--- src/rtl/mem_arb_pkg.sv ---
// Shared types and constants for the two-port memory arbiter.
// Optional fair arbitration is selected with the MEM_ARB_FAIR_EN macro.
package mem_arb_pkg;

    typedef enum logic {
        ARB_IDLE,
        ARB_RD_WAIT
    } arb_state_t;

    typedef enum logic {
        PORT_IF,
        PORT_LS
    } arb_port_t;

    localparam int MEM_LAT_MAX = 4;
    // Counter holds remaining wait cycles (MEM_LAT-1 at most).
    localparam int CNT_W = $clog2(MEM_LAT_MAX);

endpackage

--- src/rtl/mem_port_arbiter_if.sv ---
// Requester and memory-side signals of mem_port_arbiter, grouped as one bus.
// slave = arbiter view, master = requesters + memory view.
interface mem_port_arbiter_if #(
    parameter int ADDR_W = 32,
    parameter int DATA_W = 32
);
    logic              if_req;
    logic [ADDR_W-1:0] if_addr;
    logic              if_gnt;
    logic              if_rvalid;
    logic              ls_req;
    logic              ls_we;
    logic [ADDR_W-1:0] ls_addr;
    logic [DATA_W-1:0] ls_wdata;
    logic              ls_gnt;
    logic              ls_rvalid;
    logic [DATA_W-1:0] rdata;
    logic [ADDR_W-1:0] mem_raddr;
    logic [ADDR_W-1:0] mem_waddr;
    logic [DATA_W-1:0] mem_wdata;
    logic              mem_wr;
    logic [DATA_W-1:0] mem_rdata;
    logic              busy;

    modport slave (
        input  if_req, if_addr, ls_req, ls_we, ls_addr, ls_wdata, mem_rdata,
        output if_gnt, if_rvalid, ls_gnt, ls_rvalid, rdata,
               mem_raddr, mem_waddr, mem_wdata, mem_wr, busy
    );

    modport master (
        output if_req, if_addr, ls_req, ls_we, ls_addr, ls_wdata, mem_rdata,
        input  if_gnt, if_rvalid, ls_gnt, ls_rvalid, rdata,
               mem_raddr, mem_waddr, mem_wdata, mem_wr, busy
    );

endinterface

--- src/rtl/arb_pick2.sv ---
// Combinational winner selection between fetch and load/store requests.
// MEM_ARB_FAIR_EN: round-robin on contested cycles, else load/store wins.
module arb_pick2
    import mem_arb_pkg::*;
(
    input  logic      if_req_i,
    input  logic      ls_req_i,
`ifdef MEM_ARB_FAIR_EN
    input  arb_port_t last_win_i,
`endif
    output logic      any_o,
    output arb_port_t win_o
);

    always_comb begin
        any_o = if_req_i | ls_req_i;
        win_o = ls_req_i ? PORT_LS : PORT_IF;
`ifdef MEM_ARB_FAIR_EN
        if (if_req_i && ls_req_i) begin
            win_o = (last_win_i == PORT_LS) ? PORT_IF : PORT_LS;
        end
`endif
    end

endmodule

--- src/rtl/mem_port_arbiter.sv ---
// Shares one single-port memory between instruction fetch and load/store,
// tracking read latency and routing rvalid to the owner (MEM_ARB_FAIR_EN optional).
module mem_port_arbiter
    import mem_arb_pkg::*;
#(
    parameter int ADDR_W  = 32,
    parameter int DATA_W  = 32,
    parameter int MEM_LAT = 1
) (
    input  logic clk,
    input  logic rst_n,
    mem_port_arbiter_if.slave bus
);

    arb_state_t        state_q, state_d;
    logic [CNT_W-1:0]  cnt_q, cnt_d;
    arb_port_t         owner_q, owner_d;
    logic [ADDR_W-1:0] raddr_q, raddr_d;
    logic [ADDR_W-1:0] waddr_q, waddr_d;
    logic [DATA_W-1:0] wdata_q, wdata_d;

    logic              any_req;
    arb_port_t         win;
    logic              rd_done;
    logic              can_grant;
    logic              grant;
    logic              rd_grant;
    logic              wr_grant;
    logic [ADDR_W-1:0] gnt_addr;

`ifdef MEM_ARB_FAIR_EN
    arb_port_t last_q, last_d;
`endif

    arb_pick2 u_pick (
        .if_req_i   (bus.if_req),
        .ls_req_i   (bus.ls_req),
`ifdef MEM_ARB_FAIR_EN
        .last_win_i (last_q),
`endif
        .any_o      (any_req),
        .win_o      (win)
    );

    // The rvalid cycle also frees the port, so a grant can overlap it.
    assign rd_done   = (state_q == ARB_RD_WAIT) && (cnt_q == '0);
    assign can_grant = rst_n && ((state_q == ARB_IDLE) || rd_done);
    assign grant     = can_grant && any_req;
    assign gnt_addr  = (win == PORT_LS) ? bus.ls_addr : bus.if_addr;
    assign wr_grant  = grant && (win == PORT_LS) && bus.ls_we;
    assign rd_grant  = grant && !wr_grant;

    assign bus.if_gnt    = grant && (win == PORT_IF);
    assign bus.ls_gnt    = grant && (win == PORT_LS);
    assign bus.if_rvalid = rst_n && rd_done && (owner_q == PORT_IF);
    assign bus.ls_rvalid = rst_n && rd_done && (owner_q == PORT_LS);
    assign bus.rdata     = bus.mem_rdata;
    assign bus.mem_raddr = rd_grant ? gnt_addr : raddr_q;
    assign bus.mem_waddr = wr_grant ? bus.ls_addr : waddr_q;
    assign bus.mem_wdata = wr_grant ? bus.ls_wdata : wdata_q;
    assign bus.mem_wr    = wr_grant;
    assign bus.busy      = (state_q == ARB_RD_WAIT);

    always_comb begin
        state_d = state_q;
        cnt_d   = cnt_q;
        owner_d = owner_q;
        raddr_d = raddr_q;
        waddr_d = waddr_q;
        wdata_d = wdata_q;
        case (state_q)
            ARB_IDLE: ;
            ARB_RD_WAIT: begin
                if (cnt_q == '0) state_d = ARB_IDLE;
                else             cnt_d   = cnt_q - 1'b1;
            end
            default: state_d = ARB_IDLE;
        endcase
        if (rd_grant) begin
            state_d = ARB_RD_WAIT;
            cnt_d   = CNT_W'(MEM_LAT - 1);
            owner_d = win;
            raddr_d = gnt_addr;
        end
        if (wr_grant) begin
            waddr_d = bus.ls_addr;
            wdata_d = bus.ls_wdata;
        end
    end

    always_ff @(posedge clk) begin
        if (!rst_n) begin
            state_q <= ARB_IDLE;
            cnt_q   <= '0;
            owner_q <= PORT_IF;
            raddr_q <= '0;
            waddr_q <= '0;
            wdata_q <= '0;
        end else begin
            state_q <= state_d;
            cnt_q   <= cnt_d;
            owner_q <= owner_d;
            raddr_q <= raddr_d;
            waddr_q <= waddr_d;
            wdata_q <= wdata_d;
        end
    end

`ifdef MEM_ARB_FAIR_EN
    assign last_d = grant ? win : last_q;

    always_ff @(posedge clk) begin
        if (!rst_n) last_q <= PORT_IF;
        else        last_q <= last_d;
    end
`endif

endmodule

--- src/flat_wrapper.sv ---
// flat-port wrapper written by rule: the top's interface ports become plain ports
module mem_port_arbiter_flat import mem_arb_pkg::*;
#(
    parameter int ADDR_W  = 32,
    parameter int DATA_W  = 32,
    parameter int MEM_LAT = 1
)
  (clk, rst_n, bus_if_req, bus_if_addr, bus_ls_req, bus_ls_we, bus_ls_addr, bus_ls_wdata, bus_mem_rdata, bus_if_gnt, bus_if_rvalid, bus_ls_gnt, bus_ls_rvalid, bus_rdata, bus_mem_raddr, bus_mem_waddr, bus_mem_wdata, bus_mem_wr, bus_busy);
  mem_port_arbiter_if #(.ADDR_W(ADDR_W), .DATA_W(DATA_W)) bus_i ();
  input  logic clk;
  input  logic rst_n;
  input wire logic [$bits(bus_i.if_req)-1:0] bus_if_req;
  input wire logic [$bits(bus_i.if_addr)-1:0] bus_if_addr;
  input wire logic [$bits(bus_i.ls_req)-1:0] bus_ls_req;
  input wire logic [$bits(bus_i.ls_we)-1:0] bus_ls_we;
  input wire logic [$bits(bus_i.ls_addr)-1:0] bus_ls_addr;
  input wire logic [$bits(bus_i.ls_wdata)-1:0] bus_ls_wdata;
  input wire logic [$bits(bus_i.mem_rdata)-1:0] bus_mem_rdata;
  output wire logic [$bits(bus_i.if_gnt)-1:0] bus_if_gnt;
  output wire logic [$bits(bus_i.if_rvalid)-1:0] bus_if_rvalid;
  output wire logic [$bits(bus_i.ls_gnt)-1:0] bus_ls_gnt;
  output wire logic [$bits(bus_i.ls_rvalid)-1:0] bus_ls_rvalid;
  output wire logic [$bits(bus_i.rdata)-1:0] bus_rdata;
  output wire logic [$bits(bus_i.mem_raddr)-1:0] bus_mem_raddr;
  output wire logic [$bits(bus_i.mem_waddr)-1:0] bus_mem_waddr;
  output wire logic [$bits(bus_i.mem_wdata)-1:0] bus_mem_wdata;
  output wire logic [$bits(bus_i.mem_wr)-1:0] bus_mem_wr;
  output wire logic [$bits(bus_i.busy)-1:0] bus_busy;
  assign bus_i.if_req = bus_if_req;
  assign bus_i.if_addr = bus_if_addr;
  assign bus_i.ls_req = bus_ls_req;
  assign bus_i.ls_we = bus_ls_we;
  assign bus_i.ls_addr = bus_ls_addr;
  assign bus_i.ls_wdata = bus_ls_wdata;
  assign bus_i.mem_rdata = bus_mem_rdata;
  assign bus_if_gnt = bus_i.if_gnt;
  assign bus_if_rvalid = bus_i.if_rvalid;
  assign bus_ls_gnt = bus_i.ls_gnt;
  assign bus_ls_rvalid = bus_i.ls_rvalid;
  assign bus_rdata = bus_i.rdata;
  assign bus_mem_raddr = bus_i.mem_raddr;
  assign bus_mem_waddr = bus_i.mem_waddr;
  assign bus_mem_wdata = bus_i.mem_wdata;
  assign bus_mem_wr = bus_i.mem_wr;
  assign bus_busy = bus_i.busy;
  mem_port_arbiter #(.ADDR_W(ADDR_W), .DATA_W(DATA_W), .MEM_LAT(MEM_LAT)) u_core (.clk(clk), .rst_n(rst_n), .bus(bus_i));
endmodule
--- config.mk ---
export PLATFORM = sky130hd
export DESIGN_NAME = mem_port_arbiter_flat
export DESIGN_NICKNAME = d
export VERILOG_FILES = /design/src/rtl/mem_arb_pkg.sv /design/src/rtl/mem_port_arbiter_if.sv /design/src/rtl/arb_pick2.sv /design/src/rtl/mem_port_arbiter.sv /design/src/flat_wrapper.sv
export SDC_FILE = /design/constraint.sdc
export NUM_CORES = 1
export LEC_CHECK = 0
export BUFFER_PORTS_ARGS = -buffer_cell sky130_fd_sc_hd__buf_4
export CORE_MARGIN = 2
export CORE_UTILIZATION = 51
export CTS_CLUSTER_DIAMETER = 60
export CTS_CLUSTER_SIZE = 10
export DETAILED_ROUTE_END_ITERATION = 12
export PLACE_DENSITY = 0.87
export SKIP_LAST_GASP = 1
export SYNTH_ARGS = -nofsm -noshare
export SYNTH_HDL_FRONTEND = slang
export SYNTH_SLANG_ARGS = --single-unit
--- constraint.sdc ---
create_clock -name clk -period 2.5 [get_ports clk]
set_input_delay 0 -clock clk [delete_from_list [all_inputs] [get_ports clk]]
set_output_delay 0 -clock clk [all_outputs]
set_load 0.1 [all_outputs]
# After elaboration in Yosys (flattened, before gate mapping)

Index checks and enable logic that the tools add are counted.

Flip-flop bits (word level): 100
Output and inout bits: 134
Bits in latches: 0
Memory bits (read-only): 0
Memories: 0
Bits in writable memories: 0
Bits of input ports: 133

Reduce and logical (&&, ||, !) cells: 15
Order comparisons: 0
Bitwise gates (word level): 6
Div/mod/pow operators: 0
Add/sub/neg operators: 1
Shifts and indexed selects: 0
Multipliers: 0
Eq/ne operators: 0
Muxes and demuxes: 8

Operators with widths:

| operator                                          | number |
|---|---|
| 2-to-1 mux 32 bit                                 | 4 |
| logical AND 1 bit                                 | 10 |
| NOT 1 bit                                         | 5 |
| 2-to-1 mux 1 bit                                  | 4 |
| logical NOT 2 bit                                 | 1 |
| AND reduction 2 bit                               | 1 |
| OR reduction 2 bit                                | 1 |
| subtractor 2 x 1 -> 2 bit (second input constant) | 1 |
| logical NOT 1 bit                                 | 1 |
| logical OR 1 bit                                  | 1 |
| OR 1 bit                                          | 1 |

# Depth between registers and ports, before layout

Gate-level depths: netlist of the first run.

Depth in word-level cells: 10
Mapped depth: 8

# Hierarchy

Synthesis of the first run repeated with hierarchy kept, for this count alone.

Cells, all modules: 644
Area, all modules: 5,358.9 um^2

Modules (own cells, without submodules):

| module           | cells each | instances | area an instance (um^2) | sequential area each (um^2) |
|---|---|---|---|---|
| mem_port_arbiter | 642        | 1         | 5,345.1                 | 2,001.9 |
| arb_pick2        | 2          | 1         | 13.8                    | 0.0 |

# Least setup slack after synthesis of the first run

No wires, ideal clock.

Path type: register to output
Start point: register u_core.state_q, in the netlist u_core.bus.busy
End point: output bus_mem_waddr[22]
Slack: -1.414 ns
Stages on the path, launching flop included: 7
Arrival time: 3.914 ns
Required time: 2.500 ns
Cell sequence: dfxtp_1 > nand2b_1 > and3_1 > buf_2 > buf_6 > buf_6 > o21ai_0

Cells in the longest elaborated chain, start to end: 7
Elaborated cells between the ends (all ways): 8
Classes of those cells: mux: 1; bitwise: 1; reduce/logical: 6

Ends and longest elaborated chain:

| item                                           | line                                           | RTL |
|---|---|---|
| start: declaration                             | mem_port_arbiter.sv:15                         | `arb_state_t state_q, state_d;` |
| start signal: assignment                       | mem_port_arbiter.sv:100                        | `state_q <= state_d;` |
| logical AND 1 bit or NOT 1 bit (tied branches) | mem_port_arbiter.sv:46, mem_port_arbiter.sv:47 |  |
| logical OR 1 bit (*)                           | mem_port_arbiter.sv:47                         | `assign can_grant = rst_n && ((state_q == ARB_IDLE) \|\| rd_done);` |
| logical AND 1 bit (*)                          | mem_port_arbiter.sv:47                         |  |
| logical AND 1 bit (*)                          | mem_port_arbiter.sv:48                         | `assign grant = can_grant && any_req;` |
| logical AND 1 bit (*) (2 in series)            | mem_port_arbiter.sv:50                         | `assign wr_grant = grant && (win == PORT_LS) && bus.ls_we;` |
| via bus_mem_wr                                 | flat_wrapper.sv:27                             | `output wire logic [$bits(bus_i.mem_wr)-1:0] bus_mem_wr;` |
| 2-to-1 mux 32 bit (*)                          | mem_port_arbiter.sv:59                         | `assign bus.mem_waddr = wr_grant ? bus.ls_addr : waddr_q;` |
| end: declaration                               | flat_wrapper.sv:25                             | `output wire logic [$bits(bus_i.mem_waddr)-1:0] bus_mem_waddr;` |

Mark *: on every way through the listed nets, which the timed path passes. The rest lies on a longest branch.

# Final worst setup path of the first run

Start point: register u_core.cnt_q[0]
End point: output bus_mem_raddr[24]

Cells in the longest elaborated chain, start to end: 10

Ends and longest elaborated chain:

| item                            | line                    | RTL |
|---|---|---|
| start: declaration              | mem_port_arbiter.sv:16  | `logic [CNT_W-1:0] cnt_q, cnt_d;` |
| start signal: assignment        | mem_port_arbiter.sv:101 | `cnt_q <= cnt_d;` |
| logical NOT 2 bit (*)           | mem_port_arbiter.sv:46  | `assign rd_done = (state_q == ARB_RD_WAIT) && (cnt_q == '0);` |
| logical AND 1 bit (*)           | mem_port_arbiter.sv:46  |  |
| logical OR 1 bit (*)            | mem_port_arbiter.sv:47  |  |
| logical AND 1 bit (*)           | mem_port_arbiter.sv:47  |  |
| logical AND 1 bit (*)           | mem_port_arbiter.sv:48  |  |
| logical AND 1 bit (2 in series) | mem_port_arbiter.sv:50  |  |
| logical NOT 1 bit               | mem_port_arbiter.sv:51  | `assign rd_grant = grant && !wr_grant;` |
| logical AND 1 bit (*)           | mem_port_arbiter.sv:51  |  |
| 2-to-1 mux 32 bit (*)           | mem_port_arbiter.sv:58  | `assign bus.mem_raddr = rd_grant ? gnt_addr : raddr_q;` |
| end: declaration                | flat_wrapper.sv:24      | `output wire logic [$bits(bus_i.mem_raddr)-1:0] bus_mem_raddr;` |

Mark *: on every way between the ends. The rest lies on a longest branch, timed or not.

==> results of run 1 <==
registers in the layout (all words and copies together) (netlist names):
register and cells:
u_core.cnt_q 2, u_core.wdata_q 32, u_core.raddr_q 32, u_core.owner_q 1
u_core.bus.busy 1, u_core.waddr_q 32
stage by stage:
step	TNS (ns)	hold WS (ns)	setup WS [ns]	area, sq um
6_report	0	0.0000367	0.185	7830
4_1_cts	0	0.000371	0.178	7830
3_3_place_gp	0	0.000681	0.637	7170
2_1_floorplan	-0.731	0.113	-0.146	5890
5_1_grt	0	0.000143	0.0811	7830
3_5_place_dp	0	0.000681	0.580	7170
timing repair:
| action | CTS | global route |
|---|---|---|
| buffers inserted | 0 | 0 |
| hold buffers | 48 | 0 |
| hold endpoints to repair | 47 | 0 |
cell usage in the layout, fill, tap and decap left out, types with 18 or more instances in the layout:
cell,count
dlygate4sd3_1,48
nand2_1,130
nand4_1,64
o21ai_2,41
buf_4,211
o21ai_0,65
mux2i_1,32
mux2_2,62
dfxtp_1,99
o21ai_4,18
inv_1,70
path summary, 6_finish.rpt:
check	slack [ns]	startpoint	end	cells past startpoint
min reg2reg	0.46	u_core.waddr_q[26]$_SDFF_PN0_	u_core.waddr_q[26]$_SDFF_PN0_	2
min	0.00004	bus_mem_rdata[21]	bus_rdata[21]	0
max	0.18	u_core.cnt_q[0]$_SDFFE_PP0P_	bus_mem_raddr[24]	7
max reg2reg	0.39	u_core.cnt_q[0]$_SDFFE_PP0P_	u_core.owner_q$_SDFFE_PN0P_	7
per-layer routing:
layer	share of wire	wire, microns
met5	0	0
met4	0.035	565
met3	0.056	907
met2	0.51	8310
met1	0.40	6540
power by group:
group / total [uW] / internal (uW) / switching [uW] / leakage, uW
registers: 1730 / 1680 / 48.9 / 0.000820
logic: 1890 / 535 / 1350 / 0.00256
clock network: 971 / 399 / 572 / 0.0000872
worst reg2reg max path: cells and delay by family (launching register included):
kind | cells | cell delay, ns
flip-flops | 1 | 0.33
AND/OR/NAND/NOR | 1 | 0.18
AO/OA/AOI/OAI | 2 | 0.40
buffers and inverters | 3 | 1.00
adder cells (fa/ha/maj) | 1 | 0.15
cell families (layout without fill, tap and decap cells):
logic type / count (synthesis) / count (layout) / share of synthesized area
flip-flops: 100 / 100 / 0.362
XOR/XNOR: 1 / 1 / 0.00158
AND/OR/NAND/NOR: 203 / 203 / 0.170
multiplexers: 96 / 96 / 0.188
buffers and inverters: 164 / 349 / 0.149
adder cells (fa/ha/maj): 1 / 1 / 0.00226
AO/OA/AOI/OAI: 134 / 134 / 0.127
final cells by class:
| class | count | area [sq um] |
|---|---|---|
| Timing Repair Buffer | 263 | 2140 |
| Multi-Input combinational cell | 435 | 3070 |
| Clock inverter | 4 | 33.8 |
| Sequential cell | 100 | 2000 |
| Clock buffer | 12 | 145 |
| Fill cell | 799 | 2870 |
| Inverter | 70 | 263 |
| Tap cell | 140 | 175 |
==> impl_metrics.toml, run 1 <==
[sta]
skew_ns = 0.0145
worst_pin_slew_ns = 0.707
setup_viol = 0
fmax_ghz = 0.432
fin_crit_ns = 2.32
final-max-slew-violation-count = 0
maxSlewHeadroom = 0.529
period_share = 0.926
grt_setup_unrepaired = "false"
final_hold_viol_count = 0

[place]
gp_congestion = 0.769
place_inst = 960
hpwl_mm = 10.3
io_buffers = 202

[clocking]
tritoncts = "done"
cts_buffers = 9
cts_buffer_depth = 2
cts_num_sinks = 100
cts_resized = 0
insertion_delay_ns = 0.35
htreeDepth = 3
clk_pin_slew_ns = 0.09
root_buffer = "clkbuf_8"

[die]
dieArea_sq_um = 11700
ios = 267
die_height_microns = 108
rows = 38
die_w_microns = 108
start_util = 0.518
coreArea_sq_um = 10700

[power_and_ir_drop]
power_density_nw_per_um2 = 587
vdd_drop_max_mv = 0.329
power_uw = 4590
p_leak_uw = 0.00347

[logic_synthesis]
ys_top_cells_by_area = "dfxtp_1, mux2_2, o21ai_0"
post_synth_inst_count = 699
synth_seq_area_share = 0.362
syn-num-nets = 833
synth_warnings = 0
ys_ff_latch = 100
netlist_area_sq_um = 5540
synth_edf_count = 0
yosysTopAreaCell = "dfxtp_1"
async_reset_ff_frac = 0
yosysTopAreaCellShare = 0.362
syn_avg_cell_area_sq_um = 7.92
synthFlopType = "dfxtp_1"
synth_most_common_cell = "nand2_1"
synth_cell_type_count = 27
synth_commonest_cells = "nand2_1, o21ai_0, dfxtp_1"

[setup_path]
slowest_delay_ns = 0.39
cp-start-kind = "flip-flop"
crit_chain = "inv_1 -> ha_1 -> nand2b_2 -> o2111ai_4 -> buf_12 -> mux2_2 -> buf_4"
critPathCaptureType = "output pin"
critPathMaxFanout = 42
crit_required_ns = 2.50
arrival_ns = 2.32
crit_path_top_delay_cell = "mux2_2"
criticalPathCategory = "reg2out"
cp_num_buf_inv = 3
crit_family = "buffers and inverters"

[routing]
drt_wl_total_mm = 16.3
drt_iter0_markers = 334
post-route-drc-count = 0
via_per_inst = 5.37
first_pass_iters = 4
wl_per_cell_microns = 15.9
vias = 5500
detail-route-antenna-nets = 0

[run_status]
outcome = "complete, no violations"

[grt]
antenna_found_initial = 0
top_usage_layer = "met2"
grt_start_max_net_pins = 75
gr-usage-all-layers = 0.277
grt_pass1_vias = 5323
use_met1 = 0.328
grt_overflow = 0
met2_usage = 0.478
grt_use_met3 = 0.0609
grt_pass1_wl_mm = 26.0

[run]
drv_cap = 0

[cells_and_area]
nets = 1013
fin_util = 0.732
layout-drive-gt1-share = 0.402
area_growth_pct = 41.4
final_cell_count_no_fill = 1024
n_antenna_cell = 0

[worst_hold_path]
hp-class = "in2out"
(Power assumes the default switching activity.)
==> inputs of run 2 (changes only) <==
--- a/config.mk
+++ b/config.mk
@@ -11,6 +11,7 @@
 export CTS_CLUSTER_DIAMETER = 60
 export CTS_CLUSTER_SIZE = 10
 export DETAILED_ROUTE_END_ITERATION = 12
+export HOLD_SLACK_MARGIN = 0.03
 export PLACE_DENSITY = 0.87
 export SKIP_LAST_GASP = 1
 export SYNTH_ARGS = -nofsm -noshare
==> run 2 against run 1 <==
  * Global-route usage increased by 0.90 points
  * Via count increased by 4.9%
  * Worst hold slack improved by 0.040 ns
  * Utilization increased by 4.1 points
  * Final cell count increased by 4.3%
  * Clock power decreased by 0.4%
  * Sequential power about the same
  * Sequential share of layout area decreased by 1.4 points
  * Fmax about the same
  * Design area increased by 5.6%
  * Total power increased by 5.7%
  * Flip-flop and latch count unchanged
==> impl_metrics.toml, run 2 (same netlist as run 1, synthesis figures left out) <==
[power_and_ir_drop]
swShare = 0.451
p_leak_uw = 0.00366
power_uw = 4850
vdd_drop_max_mv = 0.385
pwr-share-seq = 0.357
combPwrFrac = 0.444
power.internal_uw = 2660
power_density_nw_per_um2 = 587
clkPwrFrac = 0.199
power.switching_uw = 2190

[clocking]
tritoncts = "done"
insertion_delay_ns = 0.35
cts_setup_buffers = 0
clk_pin_slew_ns = 0.09
root_buffer = "clkbuf_8"
cts_buffers = 9
cts_buffer_depth = 2
cts_resized = 0
cts_num_sinks = 100
htreeDepth = 3

[grt]
gr-usage-all-layers = 0.286
grt_overflow = 0
grt_start_max_net_pins = 75
grt_pass1_vias = 5503
antenna_found_initial = 0
grt_pass1_wl_mm = 26.8

[cells_and_area]
nets = 1057
layout-drive-gt1-share = 0.383
fillers = 724
top_regs = "u_core.raddr_q x32, u_core.waddr_q x32, u_core.wdata_q x32"
area_growth_pct = 49.4
n_antenna_cell = 0
final_cell_mix = "buf_4, nand2_1, dfxtp_1"
final_common_cell = "buf_4"

[sta]
period_share = 0.926
final_hold_viol_count = 0
final-max-slew-violation-count = 0
grt_setup_unrepaired = "false"
maxSlewHeadroom = 0.314
skew_ns = 0.0149
worst_pin_slew_ns = 1.03
fmax_ghz = 0.432
whs_ns = 0.0398
fin_crit_ns = 2.31
setup_viol = 0

[routing]
via_per_inst = 5.40
vias = 5767
detail-route-antenna-nets = 0
drt_wl_total_mm = 17.2
wl_per_cell_microns = 16.1
post-route-drc-count = 0
first_pass_iters = 5
drt_iter0_markers = 359

[run]
drv_cap = 0

[die]
die_w_microns = 108
rows = 38
dieArea_sq_um = 11700
die_height_microns = 108
ios = 267
start_util = 0.518
coreArea_sq_um = 10700

[setup_path]
critPathCaptureType = "output pin"
critPathMaxFanout = 42
criticalPathCategory = "reg2out"
arrival_ns = 2.31
crit_required_ns = 2.50
cp-start-kind = "flip-flop"
ff2ff_setup_slack_ns = 0.39

[place]
io_buffers = 202
hpwl_mm = 10.3
gp_congestion = 0.769

[run_status]
outcome = "complete, no violations"

[worst_hold_path]
hp-class = "in2reg"
[run 2: cell count changes in the layout (fill, tap and decap cells not counted)]
cell and change:
dlygate4sd3_1 +44
[run 2: what timing repair did]
item,CTS,global route
hold endpoints to repair,90,1
endpoints found under the setup margin,0,0
hold buffers,91,1
[run 2: power by group through the flow]
stage | clock network, uW | registers (uW) | logic (uW)
after CTS | 984 | 1730 | 2130
after detailed placement | 0 | 1770 | 1810
after global routing | 1050 | 1740 | 2230
after global placement | 0 | 1760 | 1790
after floorplan | 0 | 1760 | 1660
final | 967 | 1730 | 2150
[run 2: through the flow]
step / utilization / instance area [sq um] / setup slack [ns] / instances / TNS, ns
final: 0.773 / 8270 / 0.186 / 1068 / 0
after global routing: 0.773 / 8270 / 0.0741 / 1068 / 0
after CTS: 0.772 / 8260 / 0.178 / 1067 / 0
after detailed placement: 0.670 / 7170 / 0.580 / 960 / 0
after global placement: 0.670 / 7170 / 0.637 / 960 / 0
after floorplan: - / 5890 / -0.146 / 699 / -0.731
[run 2: path summary, 6_finish.rpt]
check                                 from                       endpoint  depth (start not counted)
min                        bus_ls_addr[24]  u_core.waddr_q[24]$_SDFF_PN0_                          3
min reg2reg  u_core.waddr_q[23]$_SDFF_PN0_  u_core.waddr_q[23]$_SDFF_PN0_                          2
max reg2reg   u_core.cnt_q[0]$_SDFFE_PP0P_    u_core.owner_q$_SDFFE_PN0P_                          7
max           u_core.cnt_q[0]$_SDFFE_PP0P_              bus_mem_raddr[24]                          7
[run 2: layer usage]
metal / part of all wire / up-vias / GRT usage
li1: - / 2768 / -
met1: 0.39 / 2701 / 0.329
met2: 0.52 / 244 / 0.506
met3: 0.062 / 54 / 0.0609
met4: 0.035 / 0 / 0.131
met5: 0 / - / 0
[run 2: critical path, cell delays in order (launching register included)]
cell,delay [ns]
dfxtp_1,0.35
inv_1,0.05
ha_1,0.20
nand2b_2,0.23
o2111ai_4,0.19
buf_12,0.29
mux2_2,0.39
buf_4,0.24
[run 2: layout make-up]
type / count / area (sq um) / area share
Clock inverter: 4 / 33.8 / 0.00409
Clock buffer: 12 / 145 / 0.0176
Inverter: 70 / 263 / 0.0318
Sequential cell: 100 / 2000 / 0.242
Multi-Input combinational cell: 435 / 3070 / 0.372
Timing Repair Buffer: 307 / 2580 / 0.312
Tap cell: 140 / 175 / 0.0212
==> inputs of run 3 (changes only) <==
--- a/config.mk
+++ b/config.mk
@@ -6,6 +6,7 @@
 export NUM_CORES = 1
 export LEC_CHECK = 0
 export BUFFER_PORTS_ARGS = -buffer_cell sky130_fd_sc_hd__buf_4
+export CORE_ASPECT_RATIO = 1.5
 export CORE_MARGIN = 2
 export CORE_UTILIZATION = 51
 export CTS_CLUSTER_DIAMETER = 60
==> run 3 against run 2 <==
  * Flip-flop and latch count did not move
  * Non-clock buffer count down 11
  * Critical path depth did not move
  * Global-route usage increased by 2.5 points
  * Largest cell class unchanged
==> impl_metrics.toml, run 3 (same netlist as run 1, synthesis figures left out) <==
[setup_path]
critPathMaxFanout = 11
arrival_ns = 2.31
crit_chain = "inv_1 -> ha_1 -> nand2b_2 -> o2111ai_4 -> buf_4 -> mux2_2 -> buf_4"
startpoint = "u_core.cnt_q[0]$_SDFFE_PP0P_"
cp_num_buf_inv = 3
slowest_delay_ns = 0.38
r2r-start = "u_core.cnt_q[0]$_SDFFE_PP0P_"
reg2reg_depth = 7
crit_family = "buffers and inverters"
endpoint = "bus_mem_raddr[4]"
cp-start-kind = "flip-flop"
crit_required_ns = 2.50
crit_path_top_delay_cell = "mux2_2"
worst_path_most_repeated_cell = "buf_4"
r2r_end = "u_core.owner_q$_SDFFE_PN0P_"
critPathCaptureType = "output pin"
ff2ff_setup_slack_ns = 0.37
criticalPathCategory = "reg2out"
crit_cells = 7

[die]
die_w_microns = 89.1
die_height_microns = 132
rows = 46
ios = 267
start_util = 0.523
coreArea_sq_um = 10600
dieArea_sq_um = 11700

[cells_and_area]
final_common_cell = "buf_4"
register_area_sq_um = 2000
final_cell_count_no_fill = 1061
area_growth_pct = 49.9
top_regs = "u_core.raddr_q x32, u_core.waddr_q x32, u_core.wdata_q x32"
n_antenna_cell = 0
fillers = 688
multi_input_area_sq_um = 3070
nets = 1046
layout-drive-gt1-share = 0.388
fin_util = 0.784
final_cell_mix = "buf_4, nand2_1, dfxtp_1"

[power_and_ir_drop]
power_uw = 5240
power_density_nw_per_um2 = 631
p_leak_uw = 0.00367
vdd_drop_max_mv = 0.590

[sta]
fin_tns_setup_ns = 0
skew_ns = 0.00592
period_share = 0.926
worst_pin_slew_ns = 1.07
fmax_ghz = 0.432
final-max-slew-violation-count = 0
final_hold_viol_count = 0
fin_crit_ns = 2.31
grt_setup_unrepaired = "false"
setup_viol = 0
maxSlewHeadroom = 0.284
setup_ws_ns = 0.186

[clocking]
root_buffer = "clkbuf_16"
htreeDepth = 3
cts_num_sinks = 100
clk_pin_slew_ns = 0.06
cts_buffer_depth = 2
tritoncts = "done"
insertion_delay_ns = 0.34
cts_setup_buffers = 0
cts_buffers = 9

[place]
gp_congestion = 0.849
io_buffers = 202
place_inst = 964
place_ws_ns = 0.564
hpwl_mm = 12.0

[grt]
gr-usage-all-layers = 0.311
grt_pass1_wl_mm = 28.9
grt_overflow = 0
grt_pass1_vias = 6045
grt_start_max_net_pins = 83
antenna_found_initial = 0

[run]
drv_cap = 0

[routing]
drt_wl_total_mm = 18.6
vias = 5927
drt_iter0_markers = 396
first_pass_iters = 5
detail-route-antenna-nets = 0
wl_per_cell_microns = 17.5
via_per_inst = 5.59
post-route-drc-count = 0

[worst_hold_path]
hp-class = "in2reg"

[run_status]
outcome = "complete, no violations"
[run 3: changes by cell type in the layout (fill, tap and decap cells not counted), sizes merged]
| cell | previous run | this run |
|---|---|---|
| dlygate4sd3 | 92 | 81 |
| clkbuf | 12 | 13 |
| clkinv | 2 | 1 |
| clkinvlp | 1 | 2 |
| inv | 71 | 70 |
[run 3: power by group]
part / switching [uW] / total (uW) / leakage [uW] / internal, uW
clock network: 584 / 1340 / 0.000138 / 756
registers: 53.6 / 1740 / 0.000820 / 1690
logic: 1590 / 2160 / 0.00271 / 572
total: 2220 / 5240 / 0.00367 / 3010
[run 3: routing by layer]
layer	vias to the layer above	track usage	share of wire
met2	333	0.550	0.53
met3	102	0.0622	0.065
met1	2728	0.301	0.33
li1	2764	-	-
met5	-	0	0
met4	0	0.237	0.071
[run 3: metrics by stage]
stage / hold WS, ns / cell area (sq um)
3_5_place_dp: 0.000681 / 7200
3_3_place_gp: 0.000681 / 7200
2_1_floorplan: 0.113 / 5890
5_1_grt: 0.0572 / 8300
4_1_cts: 0.0332 / 8300
6_report: 0.0456 / 8300
[run 3: layout make-up]
class / instances / share of cell area
Multi-Input combinational cell: 435 / 0.370
Tap cell: 144 / 0.0217
Sequential cell: 100 / 0.241
Inverter: 70 / 0.0317
Clock inverter: 3 / 0.00241
Timing Repair Buffer: 296 / 0.300
Clock buffer: 13 / 0.0326
[run 3: worst min-delay path, delay by kind of cell]
kind	cells	cell delay (ns)
AOI/OAI and AO/OA	1	0.11
buffers and inverters	1	0.10
and+or+nand+nor	1	0.14
[run 3: how the worst min path moves through the flow]
stage | start | end | cells past startpoint
6_report | bus_ls_addr[23] | u_core.waddr_q[23]$_SDFF_PN0_ | 3
5_1_grt | bus_ls_addr[30] | u_core.waddr_q[30]$_SDFF_PN0_ | 3
4_1_cts | bus_ls_wdata[12] | u_core.wdata_q[12]$_SDFF_PN0_ | 3
3_5_place_dp | bus_mem_rdata[17] | bus_rdata[17] | 0
3_3_place_gp | bus_mem_rdata[17] | bus_rdata[17] | 0
2_1_floorplan | bus_if_req | u_core.owner_q$_SDFFE_PN0P_ | 1
[run 3: repair_timing]
action	CTS	global route
gates resized for setup	0	0
hold endpoints to repair	80	0
hold buffers	81	0
